`src/rtl/scoreboard_pkg.sv`:
```
// Shared constants, types and helpers for the score display: active-low
// seven-segment glyphs (seg[0]=a), converter states and BCD adjust.
package scoreboard_pkg;

  localparam int unsigned BCD_DIGITS = 3;
  localparam int unsigned BCD_W      = 4 * BCD_DIGITS;

  localparam logic [6:0] SEG_0     = 7'h40;
  localparam logic [6:0] SEG_1     = 7'h79;
  localparam logic [6:0] SEG_2     = 7'h24;
  localparam logic [6:0] SEG_3     = 7'h30;
  localparam logic [6:0] SEG_4     = 7'h19;
  localparam logic [6:0] SEG_5     = 7'h12;
  localparam logic [6:0] SEG_6     = 7'h02;
  localparam logic [6:0] SEG_7     = 7'h78;
  localparam logic [6:0] SEG_8     = 7'h00;
  localparam logic [6:0] SEG_9     = 7'h10;
  localparam logic [6:0] SEG_DASH  = 7'h3F;
  localparam logic [6:0] SEG_E     = 7'h06;
  localparam logic [6:0] SEG_BLANK = 7'h7F;

  typedef enum logic [1:0] {IDLE, LOAD, SHIFT, COMMIT} conv_state_t;

  typedef logic [1:0] digit_idx_t;

  // 0..9 map to digits, 10 to a dash, anything above to an error glyph
  function automatic logic [6:0] seg_glyph(input logic [3:0] v);
    case (v)
      4'd0:    return SEG_0;
      4'd1:    return SEG_1;
      4'd2:    return SEG_2;
      4'd3:    return SEG_3;
      4'd4:    return SEG_4;
      4'd5:    return SEG_5;
      4'd6:    return SEG_6;
      4'd7:    return SEG_7;
      4'd8:    return SEG_8;
      4'd9:    return SEG_9;
      4'd10:   return SEG_DASH;
      default: return SEG_E;
    endcase
  endfunction

  // Double-dabble correction: every nibble >= 5 gets +3 before the shift
  function automatic logic [BCD_W-1:0] dabble_adj(input logic [BCD_W-1:0] v);
    logic [BCD_W-1:0] r;
    r = v;
    for (int i = 0; i < int'(BCD_DIGITS); i++) begin
      if (r[4*i +: 4] >= 4'd5) r[4*i +: 4] = r[4*i +: 4] + 4'd3;
    end
    return r;
  endfunction

endpackage

```
`src/rtl/bin2bcd_seq.sv`:
```
// Sequential double-dabble converter: start in IDLE begins a conversion,
// done_c is high for the single COMMIT cycle while bcd holds the result.
module bin2bcd_seq
  import scoreboard_pkg::*;
#(
  parameter int unsigned BIN_W = 10
) (
  input  logic             clk_fpga,
  input  logic             reset,
  input  logic             start,
  input  logic [BIN_W-1:0] bin,
  output logic             done_c,
  output logic [BCD_W-1:0] bcd,
  output logic [BIN_W-1:0] value
);

  localparam int unsigned CNT_W = $clog2(BIN_W + 1);

  conv_state_t              state_q, state_d;
  logic [BIN_W-1:0]         shreg_q;
  logic [CNT_W-1:0]         cnt_q;
  logic [BCD_W-1:0]         bcd_adj_c;
  logic [BCD_W+BIN_W-1:0]   shifted_c;

  assign bcd_adj_c = dabble_adj(bcd);
  assign shifted_c = {bcd_adj_c, shreg_q} << 1;

  always_ff @(posedge clk_fpga or posedge reset) begin
    if (reset) state_q <= IDLE;
    else       state_q <= state_d;
  end

  always_comb begin
    state_d = state_q;
    done_c  = 1'b0;
    case (state_q)
      IDLE:    if (start) state_d = LOAD;
      LOAD:    state_d = SHIFT;
      SHIFT:   if (cnt_q == CNT_W'(1)) state_d = COMMIT;
      COMMIT: begin
        done_c  = 1'b1;
        state_d = IDLE;
      end
      default: state_d = IDLE;
    endcase
  end

  // Scratch datapath; value keeps the operand of the conversion in flight
  always_ff @(posedge clk_fpga or posedge reset) begin
    if (reset) begin
      shreg_q <= '0;
      cnt_q   <= '0;
      bcd     <= '0;
      value   <= '0;
    end else begin
      case (state_q)
        LOAD: begin
          shreg_q <= bin;
          value   <= bin;
          bcd     <= '0;
          cnt_q   <= CNT_W'(BIN_W);
        end
        SHIFT: begin
          bcd     <= shifted_c[BCD_W+BIN_W-1:BIN_W];
          shreg_q <= shifted_c[BIN_W-1:0];
          cnt_q   <= cnt_q - CNT_W'(1);
        end
        default: ;
      endcase
    end
  end

endmodule

```
`src/rtl/score_display_mux.sv`:
```
// Runs/wickets driver for a 4-digit common-anode display, scanned from a
// synchronized 1 kHz tick. Define LEADING_ZERO_BLANK_EN to blank leading runs zeros.
module score_display_mux
  import scoreboard_pkg::*;
#(
  parameter int unsigned RUNS_W      = 10,
  parameter int unsigned RUNS_MAX    = 999,
  parameter int unsigned SYNC_STAGES = 2,
  parameter logic [3:0]  DP_MASK     = 4'b0010
) (
  input  logic              clk_fpga,
  input  logic              reset,
  input  logic              clk_1kHz,
  input  logic [RUNS_W-1:0] runs,
  input  logic [3:0]        wickets,
  output logic [6:0]        seg,
  output logic              dp,
  output logic [3:0]        an
);

  logic [SYNC_STAGES-1:0] sync_q;
  logic                   sync_prev_q;
  logic                   scan_tick_c;
  digit_idx_t             idx_q;
  logic [RUNS_W-1:0]      runs_sat_c;
  logic [RUNS_W-1:0]      last_conv_q;
  logic [BCD_W-1:0]       disp_q;
  logic [BCD_W-1:0]       conv_bcd;
  logic [RUNS_W-1:0]      conv_value;
  logic                   conv_done_c;
  logic [BCD_W-1:0]       bcd_eff_c;
  logic [3:0]             digit_val_c;
  logic                   blank_c;
  logic [6:0]             digit_seg_c;

  // clk_1kHz is treated purely as data
  always_ff @(posedge clk_fpga or posedge reset) begin
    if (reset) begin
      sync_q      <= '0;
      sync_prev_q <= 1'b0;
    end else begin
      sync_q      <= {sync_q[SYNC_STAGES-2:0], clk_1kHz};
      sync_prev_q <= sync_q[SYNC_STAGES-1];
    end
  end

  assign scan_tick_c = sync_q[SYNC_STAGES-1] & ~sync_prev_q;

  assign runs_sat_c = (runs > RUNS_W'(RUNS_MAX)) ? RUNS_W'(RUNS_MAX) : runs;

  bin2bcd_seq #(.BIN_W(RUNS_W)) u_bin2bcd (
    .clk_fpga (clk_fpga),
    .reset    (reset),
    .start    (runs_sat_c != last_conv_q),
    .bin      (runs_sat_c),
    .done_c   (conv_done_c),
    .bcd      (conv_bcd),
    .value    (conv_value)
  );

  always_ff @(posedge clk_fpga or posedge reset) begin
    if (reset) begin
      disp_q      <= '0;
      last_conv_q <= '0;
    end else if (conv_done_c) begin
      disp_q      <= conv_bcd;
      last_conv_q <= conv_value;
    end
  end

  // A scan coinciding with COMMIT shows the value being committed
  assign bcd_eff_c = conv_done_c ? conv_bcd : disp_q;

  always_comb begin
    digit_val_c = 4'd0;
    blank_c     = 1'b0;
    case (idx_q)
      2'd3: begin
        digit_val_c = bcd_eff_c[11:8];
`ifdef LEADING_ZERO_BLANK_EN
        blank_c = (bcd_eff_c[11:8] == 4'd0);
`endif
      end
      2'd2: begin
        digit_val_c = bcd_eff_c[7:4];
`ifdef LEADING_ZERO_BLANK_EN
        blank_c = (bcd_eff_c[11:4] == 8'd0);
`endif
      end
      2'd1:    digit_val_c = bcd_eff_c[3:0];
      default: digit_val_c = wickets;
    endcase
    digit_seg_c = blank_c ? SEG_BLANK : seg_glyph(digit_val_c);
  end

  // Each tick drives the current digit, then advances the index
  always_ff @(posedge clk_fpga or posedge reset) begin
    if (reset) begin
      idx_q <= '0;
      an    <= 4'b1111;
      seg   <= SEG_BLANK;
      dp    <= 1'b1;
    end else if (scan_tick_c) begin
      idx_q <= idx_q + 2'd1;
      an    <= ~(4'b0001 << idx_q);
      seg   <= digit_seg_c;
      dp    <= ~DP_MASK[idx_q];
    end
  end

endmodule
```
`config.mk`:
```
export PLATFORM = sky130hd
export DESIGN_NAME = score_display_mux
export DESIGN_NICKNAME = d
export VERILOG_FILES = /design/src/rtl/scoreboard_pkg.sv /design/src/rtl/bin2bcd_seq.sv /design/src/rtl/score_display_mux.sv
export SDC_FILE = /design/constraint.sdc
export NUM_CORES = 1
export LEC_CHECK = 0
export CAP_MARGIN = 10
export CORE_MARGIN = 5
export CORE_UTILIZATION = 50
export DETAILED_ROUTE_END_ITERATION = 7
export PLACE_DENSITY = 0.81
export RECOVER_POWER = 25
export SLEW_MARGIN = 10
export SYNTH_ARGS = -nofsm -noshare
export SYNTH_HDL_FRONTEND = slang
export SYNTH_SLANG_ARGS = --single-unit
```
`constraint.sdc`:
```
create_clock -name clk_fpga -period 3.73 [get_ports clk_fpga]
set_input_delay 0.373 -clock clk_fpga [delete_from_list [all_inputs] [get_ports clk_fpga]]
set_output_delay 0.373 -clock clk_fpga [all_outputs]
set_load 0.02 [all_outputs]
```
# ---- Word level (Yosys, flattened, before mapping)
# Memories as Yosys holds them, arrays and structs flattened. A register that Yosys moved wholly into a read port is not among the register bits.
# Index checks and enable logic that the tools add are counted.
# W data, S select, Z words.
dict set report totals {
  reg_bits 70
  word_cells 56
  rom_bits 112
  out_inout_bits 12
  mem_count 1
}
dict set report op_classes {
  eq_ne 10
  mux 15
  reduce_logical 3
  n_addsub 5
  magnitude_cmp 5
  n_bitwise 4
  shifts 1
}
# name words word_bits read_ports rd_ports_with_merged_regs write_ports line
set mem_list {}
lappend mem_list {{(no name shown)} 16 7 1 1 0 scoreboard_pkg.sv:28} ;# case (v)
# cell n
set op_table {}
lappend op_table {{$pmux W12 S2} 1}
lappend op_table {{$pmux W10 S2} 1}
lappend op_table {{$ge A4 B3 Y1 const B} 3}
lappend op_table {{$mux W12} 1}
lappend op_table {{$pmux W4 S3} 1}
lappend op_table {{$gt A10 B10 Y1 const B} 1}
lappend op_table {{$mux W10} 1}
lappend op_table {{$ne A10 B10 Y1} 1}
lappend op_table {{$add A4 B2 Y4 const B} 2}
lappend op_table {{$eq A2 B2 Y1 const B} 4}
lappend op_table {{$mux W4} 2}
lappend op_table {{$pmux W2 S4} 1}
lappend op_table {{$pmux W4 S2} 1}
lappend op_table {{$eq A2 B1 Y1 const B} 2}
lappend op_table {{$eq A4 B1 Y1 const B} 1}
lappend op_table {{$mux W2} 2}
lappend op_table {{$ne A2 B1 Y1 const B} 2}
lappend op_table {{$not A4 Y4} 1}
lappend op_table {{$shl A1 B2 Y4 const A} 1}
lappend op_table {{$sub A4 B1 Y4 const B} 1}
lappend op_table {{$add A3 B2 Y3 const B} 1}
lappend op_table {{$lt A2 B3 Y1 const B} 1}
lappend op_table {{$mux W3} 1}
lappend op_table {{$add A2 B1 Y2 const B} 1}
lappend op_table {{7 further kinds} 9}

# ---- Longest topological paths before layout
# Gate-level depths: netlist of the first run.
dict set report depth {
  depth_word 5
  mapped_depth 9
}

# ---- Modules after synthesis
# From an unflattened synthesis of the first run, not the netlist that was laid out.
dict set report hier_totals {
  cells_unflattened 344
  area_unflattened_um2 3868.7
}
# mod cells_per_inst n_inst area_per_inst_um2
set by_module_without_submodules {}
lappend by_module_without_submodules {score_display_mux 170 1 1948.1}
lappend by_module_without_submodules {bin2bcd_seq 174 1 1920.6}

# ---- Worst setup path before layout of the first run
# OpenSTA, ideal clock, no wires.
dict set report synth_path {
  kind {reg-to-reg}
  startpoint {register u_bin2bcd.state_q[0]}
  endpoint {register seg[4]}
  path_slack_ps 1349
  required_ps 3661
  arrival_time_ps 2312
  stages_incl_launch_ff 10
  n_path_buf 1
  path_cell_list {dfrtp_1 -> ha_1 -> buf_6 -> mux2_1 -> a222oi_1 -> mux2_2 -> ha_1 -> inv_1 -> o41a_1 -> o21ai_2}
}
dict set report synth_between {
  elab_chain_len 4
}
# element line
set synth_lines {}
lappend synth_lines {{from (decl)} bin2bcd_seq.sv:19} ;# conv_state_t state_q, state_d;
lappend synth_lines {{from (signal assigned)} bin2bcd_seq.sv:30} ;# else state_q <= state_d;
lappend synth_lines {{$eq A2 B2 Y1} bin2bcd_seq.sv:36} ;# case (state_q)
lappend synth_lines {{$mux W1} bin2bcd_seq.sv:36}
lappend synth_lines {{$mux W12} --}
lappend synth_lines {{named net bcd_eff_c[8]} score_display_mux.sv:31} ;# logic [BCD_W-1:0] bcd_eff_c;
lappend synth_lines {{$pmux W4 S3} score_display_mux.sv:77} ;# case (idx_q)
lappend synth_lines {{to (decl)} score_display_mux.sv:16} ;# output logic [6:0] seg,
# The timed path passes the listed nets, and every way through them passes these cells.
# A chain may end at the register's enable or synchronous reset.

# ---- Worst setup path after layout of the first run
dict set report layout_path {
  startpoint {register u_bin2bcd.state_q[1]}
  endpoint {register seg[4]}
}
# Same word-level chain as after synthesis.

==> results of run 1 <==
==> cells in the mapped netlist (all sizes together), types with 2 or more instances <==
library cell	number
nand2b	5
nand4	3
and2	2
dfstp	11
o21ai	22
dfrtp	65
nand3	4
a32o	3
a21oi	22
nand2	25
ha	23
o31ai	5
a22oi	3
inv	27
xor2	8
nor2	20
o211ai	3
clkbuf	11
xnor2	5
a222oi	3
buf	4
a31oi	2
o22ai	7
mux2i	9
o32ai	2
a21o	3
nor2b	2
mux2	35
==> final cells by class <==
type	count	area (um^2)	share of cell area
timing repair buffer	32	310.3	0.07057
inverter	27	102.6	0.02334
multi-input combinational	228	1739	0.3956
clock inverter	6	63.81	0.01451
tap	102	127.6	0.02903
sequential	76	1916	0.4357
clock buffer	10	137.6	0.03130
==> metrics by stage <==
step           total power, mW  utilization  cell area [um^2]  cells  hold WS (ns)
2_1_floorplan            2.460            -              3831    346        0.3312
3_3_place_gp             2.805       0.5513              4194    465        0.3378
3_5_place_dp             2.879       0.5513              4194    465        0.3363
4_1_cts                  3.526       0.5778              4395    481        0.3667
5_1_grt                  3.774       0.5780              4397    481        0.3797
6_report                 3.509       0.5780              4397    481        0.3590
==> where the power goes <==
group	internal, mW	switching [mW]	total [mW]
registers	1.16	0.186	1.34
logic	0.678	0.848	1.53
clock network	0.326	0.314	0.640
total	2.16	1.35	3.51
==> registers in the layout, indices dropped and copies added, names as in the netlist <==
register / count
u_bin2bcd.shreg_q: 10
seg: 7
u_bin2bcd.state_q: 2
an: 4
sync_q: 2
sync_prev_q: 1
last_conv_q: 10
u_bin2bcd.bcd: 12
idx_q: 2
disp_q: 12
u_bin2bcd.value: 10
u_bin2bcd.cnt_q: 4
==> cell families after synthesis <==
logic type      share of synthesized area
compound gates                     0.1395
simple gates                      0.07936
fa+ha+maj                         0.07512
mux                                0.1303
xor+xnor                          0.02972
flops                              0.5000
buf+inv                           0.04605
==> cells in the final DEF (no fill, tap or decap), types with 5 or more instances in the layout <==
cell / instances
o22ai_1: 7
clkdlybuf4s50_1: 26
mux2_2: 29
xnor2_1: 5
nand2b_1: 5
inv_1: 26
xor2_1: 8
nor2_1: 20
dfrtp_1: 65
o21ai_0: 21
a21oi_1: 22
nand2_1: 25
ha_1: 23
mux2i_1: 9
clkbuf_8: 10
dfstp_2: 11
==> metal layers <==
metal / share of wire / up-vias
li1: - / 1268
met1: 0.45 / 1328
met2: 0.49 / 51
met3: 0.034 / 12
met4: 0.017 / 0
met5: 0 / -
==> final timing paths <==
| check | start | to | slack, ns | cells after the start |
|---|---|---|---|---|
| worst max-delay path | u_bin2bcd.state_q[1] | seg[4] | 0.87 | 8 |
| worst min-delay path | sync_q[0] | sync_q[1] | 0.36 | 0 |
| worst max register to register | u_bin2bcd.state_q[1] | seg[4] | 0.87 | 8 |
| worst min register to register | sync_q[0] | sync_q[1] | 0.36 | 0 |
| max in group asynchronous | reset | an[1] | 1.55 | 3 |
| min in group asynchronous | reset | u_bin2bcd.cnt_q[1] | 1.08 | 2 |
==> worst max-delay path: stages (launching register included) <==
cell      delay (ns)
dfrtp_1         0.39
ha_1            0.59
mux2_1          0.42
a222oi_1        0.41
mux2_2          0.28
ha_1            0.16
inv_1           0.06
o41a_1          0.42
o21ai_2         0.06
==> impl_metrics.yaml, run 1 <==
place:
  dp_slack_ns: 0.9562
  gp_congestion: 0.8066
  hpwl_um: 5336
  io_buffers: 28
clock_tree:
  htree_levels: 3
  postCtsSetupRepairBufs: 0
  ctsLongestPathBuffers: 2
  path_clk_slew_ns: 0.08
  clk_latency_ns: 0.36
  cts_tree: "done"
  cts_buffers: 9
  ctsResizeCount: 0
  cts_root_buffer: "clkbuf_8"
  cts_sinks: 76
  ctsHoldBuffers: 0
grt:
  met1_usage: 0.2280
  grt_remaining_overflow: 0
  grt_pass1_vias: 2805
  grt_pass1_wl_um: 13480
  grt-busiest-layer: "met2"
  met3_usage: 0.03302
  antenna_found_initial: 0
  grt_max_degree: 55
  use_met2: 0.2831
  grt_usage: 0.1733
timing:
  setup_ws_ns: 0.8736
  relSlewSlack: -0.5324
  setup_viol_count_final: 0
  finClkSkew_ns: 0.01086
  min_period_over_period: 0.7658
  worstMarginPinSlew_ns: 2.286
  grt_setup_unrepaired: "false"
  min_period_ns: 2.856
  finalHoldViolCount: 0
  max_freq_mhz: 350.1
  slew_viol_final: 55
  setup_tns_ns: 0
detailed_routing:
  via_per_inst: 5.528
  antenna_left: 0
  drt-wirelength-per-cell_um: 15.83
  vias: 2659
  dr.pass1.iters: 4
  wirelength_um: 7615
  drc: 0
  drtIter0Drc: 136
floorplanning:
  die_area_um2: 9513
  fp-row-count: 32
  start_util: 0.5036
  die_w_um: 97.54
  fp.dieH_um: 97.54
  coreArea_um2: 7607
  ioPinCount: 29
logic_synthesis:
  synth_top_area_frac: 0.4246
  syn_nets: 386
  yosys_warnings: 0
  synth_top_cell_by_area: "dfrtp_1"
  ys_seq_area_frac: 0.5000
  synthCells: 346
  synth_edf_count: 0
  synth_ff_type: "dfrtp_1"
  synth.avg_cell_area_um2: 11.07
  synth_area_um2: 3831
  synthTopCellsByArea: "dfrtp_1 42%, mux2_2 8.5%, dfstp_2 7.5%"
  async_flop_share: 1.000
  synth_cell_types: 47
  yosys_register_bits: 76
cells_and_area:
  n_fill_cell: 619
  finish.net_count: 414
  insertedDiodeCount: 0
  area_growth_pct: 14.76
  drive_gt1_frac: 0.1847
hold_path:
  hp-class: "flip-flop to flip-flop"
power:
  powerDensity_nw_per_um2: 798.1
  leakage_nw: 1.921
  vdd_drop_max_v: 0.0003423
setup_path:
  critPathMaxFanout: 13
  crit_type: "flip-flop to flip-flop"
  end_kind: "flip-flop"
  cp-start-kind: "flip-flop"
  arrival_ns: 3.16
  critPathRequiredTime_ns: 4.03
outcome:
  status: "complete, but fails checks"
  failed_checks: "capacitance limit, slew limit"
run:
  cap_viol_max_count: 1
Power figures use the tool's default switching activity.
==> run 2: changes to the inputs <==
==> constraint.sdc (replaced) <==
create_clock -name clk_fpga -period 2.9 [get_ports clk_fpga]
set_input_delay 0.29 -clock clk_fpga [delete_from_list [all_inputs] [get_ports clk_fpga]]
set_output_delay 0.29 -clock clk_fpga [all_outputs]
set_load 0.02 [all_outputs]
==> impl_metrics.yaml, run 2 (synthesis gave the netlist of run 1 again) <==
power:
  internal_power_mw: 2.818
  powerDensity_nw_per_um2: 1032
  leakage_nw: 1.940
  power.switching_mw: 1.731
  seq_power_share: 0.379
  swShare: 0.3806
  pwr-share-comb: 0.436
  clkPwrFrac: 0.184
  power_mw: 4.549
  vdd_drop_max_v: 0.0004053
cells_and_area:
  insertedDiodeCount: 0
  final_common_cell: "dfrtp_1"
  area_growth_pct: 15.09
  finish.net_count: 416
  final_util: 0.5796
  drive_gt1_frac: 0.1837
  fin_cells: 483
  reg_top3: "disp_q: 12 flops, u_bin2bcd.bcd: 12 flops"
  final_cell_mix: "65 x dfrtp_1, 29 x mux2_2, 27 x inv_1"
detailed_routing:
  dr.pass1.iters: 5
  antenna_left: 0
  wirelength_um: 7541
  vias: 2631
  drc: 0
  via_per_inst: 5.447
  drt-wirelength-per-cell_um: 15.61
  drtIter0Drc: 91
setup_path:
  reg2reg_to: "seg[4]"
  critPathRequiredTime_ns: 3.19
  cpMostUsedCell: "ha_1"
  crit_chain: "ha_1, mux2_1, a222oi_1, mux2_2, ha_1, inv_1, o41a_1, o21ai_2"
  reg2reg_slack_ns: 0.30
  r2r_start: "u_bin2bcd.state_q[1]"
  arrival_ns: 2.89
  cp-start-kind: "flip-flop"
  critPathMaxFanout: 9
  worst_path_max_delay_cell: "ha_1"
  reg2regPathDepth: 8
  end_kind: "flip-flop"
  critical-path-max-stage-delay_ns: 0.43
  crit_type: "flip-flop to flip-flop"
grt:
  grt_pass1_vias: 2692
  grt_pass1_wl_um: 12880
  antenna_found_initial: 0
  grt_remaining_overflow: 0
  grt_max_degree: 28
  grt_usage: 0.1675
timing:
  setup_tns_ns: 0
  finClkSkew_ns: 0.006395
  grt_setup_unrepaired: "false"
  finalHoldViolCount: 0
  setup_viol_count_final: 0
  worstMarginPinSlew_ns: 0.9718
  holdWs_ns: 0.3596
  min_period_ns: 2.604
  slew_viol_final: 0
  relSlewSlack: 0.3514
  max_freq_mhz: 384.0
  min_period_over_period: 0.8980
run:
  cap_viol_max_count: 0
hold_path:
  hold_end: "sync_q[1]"
  min_delay_path_depth: 0
  hp-class: "flip-flop to flip-flop"
  min_from: "sync_q[0]"
clock_tree:
  ctsResizeCount: 0
  ctsLongestPathBuffers: 2
  clk_latency_ns: 0.36
  cts_tree: "done"
  postCtsSetupRepairBufs: 0
  htree_levels: 3
  path_clk_slew_ns: 0.08
  cts_root_buffer: "clkbuf_8"
  cts_sinks: 76
  cts_buffers: 9
  ctsHoldBuffers: 0
place:
  io_buffers: 28
  place_inst: 467
  gp_congestion: 0.8442
  hpwl_um: 5408
floorplanning:
  die_area_um2: 9513
  fp-row-count: 32
  fp.dieH_um: 97.54
  coreArea_um2: 7607
  die_w_um: 97.54
  ioPinCount: 29
  start_util: 0.5036
outcome:
  status: "completed"
==> run 2: final cells by class <==
cell class / instances / area (um^2)
Tap cell: 102 / 127.6
Timing Repair Buffer: 34 / 322.8
Clock inverter: 4 / 47.55
Clock buffer: 12 / 155.1
Multi-Input combinational cell: 228 / 1739
Sequential cell: 76 / 1916
Fill cell: 622 / 3198
Inverter: 27 / 101.3
==> run 2: worst max path at each step <==
stage	slack (ns)	endpoint	from
CTS	0.28	seg[4]	u_bin2bcd.state_q[1]
floorplan	0.52	seg[4]	u_bin2bcd.state_q[0]
global placement	0.40	seg[4]	u_bin2bcd.state_q[1]
finish	0.30	seg[4]	u_bin2bcd.state_q[1]
global route	0.09	seg[6]	u_bin2bcd.state_q[1]
detailed placement	0.30	seg[4]	u_bin2bcd.state_q[1]
==> run 2: through the flow <==
| step | worst slack [ns] | area, um^2 |
|---|---|---|
| after CTS | 0.2797 | 4412 |
| after global placement | 0.4038 | 4209 |
| after floorplan | 0.5192 | 3831 |
| after detailed placement | 0.3009 | 4209 |
| after global routing | 0.09012 | 4409 |
| final | 0.2959 | 4409 |
==> run 2: critical path, delay by kind of cell (launching register included) <==
family,cells,cell delay [ns]
adders and majority gates,2,0.58
AOI/OAI and AO/OA,3,0.84
muxes,2,0.67
buffers and inverters,1,0.05
DFF,1,0.40
==> run 2: power by group through the flow <==
| stage | logic [mW] | registers (mW) | clock network (mW) |
|---|---|---|---|
| floorplan | 1.40 | 1.76 | 0 |
| global route | 2.19 | 1.78 | 0.893 |
| finish | 1.98 | 1.73 | 0.839 |
| CTS | 2.00 | 1.72 | 0.847 |
| global placement | 1.91 | 1.71 | 0 |
| detailed placement | 1.98 | 1.74 | 0 |
==> run 2: per-layer routing <==
layer	track usage	wire [um]
met1	0.2249	3477
met2	0.2620	3673
met3	0.03015	230
met4	0.08094	159
met5	0	0
==> run 3: changes to the inputs <==
--- a/config.mk
+++ b/config.mk
@@ -6,6 +6,7 @@
 export NUM_CORES = 1
 export LEC_CHECK = 0
 export CAP_MARGIN = 10
+export CORE_ASPECT_RATIO = 1.25
 export CORE_MARGIN = 5
 export CORE_UTILIZATION = 50
 export DETAILED_ROUTE_END_ITERATION = 7
==> impl_metrics.yaml, run 3 (synthesis gave the netlist of run 1 again) <==
outcome:
  status: "complete, but fails checks"
  failed_checks: "capacitance limit, slew limit"
setup_path:
  cp-start-kind: "flip-flop"
  critPathRequiredTime_ns: 3.20
  critical-path-max-stage-delay_ns: 0.41
  crit_type: "flip-flop to flip-flop"
  cp.depth: 8
  crit_chain: "ha_1, mux2_2, a222oi_1, mux2_2, inv_1, ha_1, mux2_2, o21ai_2"
  critPathMaxFanout: 9
  cpLargestDelayFamily: "multiplexers"
  end_kind: "flip-flop"
  cpMostUsedCell: "mux2_2"
  arrival_ns: 2.89
  reg2regPathDepth: 8
  worst_path_max_delay_cell: "ha_1"
  crit_buf_inv: 1
floorplanning:
  start_util: 0.5146
  die_w_um: 88.30
  die_area_um2: 9524
  fp-row-count: 35
  fp.dieH_um: 107.9
  ioPinCount: 29
  coreArea_um2: 7445
power:
  vdd_drop_max_v: 0.0006819
  leakage_nw: 1.957
  power_mw: 4.651
  powerDensity_nw_per_um2: 1050
clock_tree:
  clk_latency_ns: 0.36
  ctsLongestPathBuffers: 2
  postCtsSetupRepairBufs: 0
  htree_levels: 3
  cts_sinks: 76
  cts_tree: "done"
  path_clk_slew_ns: 0.08
  cts_buffers: 9
  ctsResizeCount: 0
  ctsHoldBuffers: 0
  cts_root_buffer: "clkbuf_8"
timing:
  slew_viol_final: 77
  setup_tns_ns: 0
  relSlewSlack: -0.2224
  finalHoldViolCount: 0
  setup_viol_count_final: 0
  grt_setup_unrepaired: "false"
  worstMarginPinSlew_ns: 1.834
  min_period_ns: 2.592
  max_freq_mhz: 385.8
  min_period_over_period: 0.8938
  finClkSkew_ns: 0.009054
detailed_routing:
  drc: 0
  drt-wirelength-per-cell_um: 16.15
  wl_met2_um: 3983
  dr_wl_met3_um: 246
  drtIter0Drc: 161
  highest_layer: "met4"
  dr.pass1.iters: 4
  wirelength_um: 7640
  antenna_left: 0
  wl_met1_um: 3214
  vias: 2705
  via_per_inst: 5.719
cells_and_area:
  final_common_cell: "dfrtp_1"
  insertedDiodeCount: 0
  area_growth_pct: 15.61
  n_fill_cell: 625
  reg_top3: "disp_q: 12 flops, u_bin2bcd.bcd: 12 flops"
  finish.net_count: 416
  final_cell_mix: "65 x dfrtp_1, 29 x mux2_2, 26 x inv_1, 26 x clkdlybuf4s50_1, 25 x nand2_1"
  drive_gt1_frac: 0.1864
place:
  io_buffers: 28
  hpwl_um: 5526
  gp_congestion: 0.8297
grt:
  grt_pass1_wl_um: 13470
  antenna_found_initial: 0
  grt_remaining_overflow: 0
  grt_usage: 0.1804
  grt_max_degree: 77
  grt_pass1_vias: 2919
run:
  cap_viol_max_count: 1
hold_path:
  hp-class: "flip-flop to flip-flop"
  min_delay_path_depth: 0
==> run 3: cell count changes in the layout (fill, tap and decap cells not counted) <==
cell / change
bufinv_16: +1
clkbuf_1: -1
clkbuf_8: +1
clkinv_1: +1
clkinvlp_4: -1
inv_1: -1
==> run 3: report_power, final <==
part           leakage, nW  total (mW)  switching, mW  internal (mW)
sequential           0.924        1.72          0.236           1.49
combinational        0.911        1.99           1.10          0.892
clock                0.122       0.939          0.387          0.552
==> run 3: path summary, 6_finish.rpt <==
path,from,end,slack [ns]
max,u_bin2bcd.state_q[0],seg[4],0.31
min,sync_q[0],sync_q[1],0.37
max reg2reg,u_bin2bcd.state_q[0],seg[4],0.31
min reg2reg,sync_q[0],sync_q[1],0.37
max in group asynchronous,reset,sync_q[1],0.79
min in group asynchronous,reset,u_bin2bcd.value[7],1.03
==> run 3: final cells by class <==
class / count / area (um^2) / share of cell area
timing repair buffer: 34 / 322.8 / 0.07288
clock inverter: 4 / 70.07 / 0.01582
sequential: 76 / 1916 / 0.4325
multi-input combinational: 228 / 1739 / 0.3927
clock buffer: 12 / 165.2 / 0.03729
inverter: 27 / 101.3 / 0.02288
tap: 92 / 115.1 / 0.02599
==> run 3: routing by layer <==
| layer | up-vias | track usage |
|---|---|---|
| li1 | 1270 | - |
| met2 | 58 | 0.3048 |
| met3 | 17 | 0.03675 |
| met5 | - | 0 |
| met1 | 1360 | 0.2147 |
| met4 | 0 | 0.08855 |
==> run 3: metrics by stage <==
step / std cells / hold slack, ns / instance area, um^2 / setup slack (ns) / util
final: 473 / 0.3652 / 4429 / 0.3079 / 0.5950
after global routing: 473 / 0.3848 / 4429 / 0.1098 / 0.5950
after CTS: 473 / 0.3455 / 4444 / 0.3082 / 0.5970
after detailed placement: 457 / 0.3418 / 4209 / 0.3191 / 0.5654
after global placement: 457 / 0.3370 / 4209 / 0.4165 / 0.5654
after floorplan: 346 / 0.3214 / 3831 / 0.5192 / -
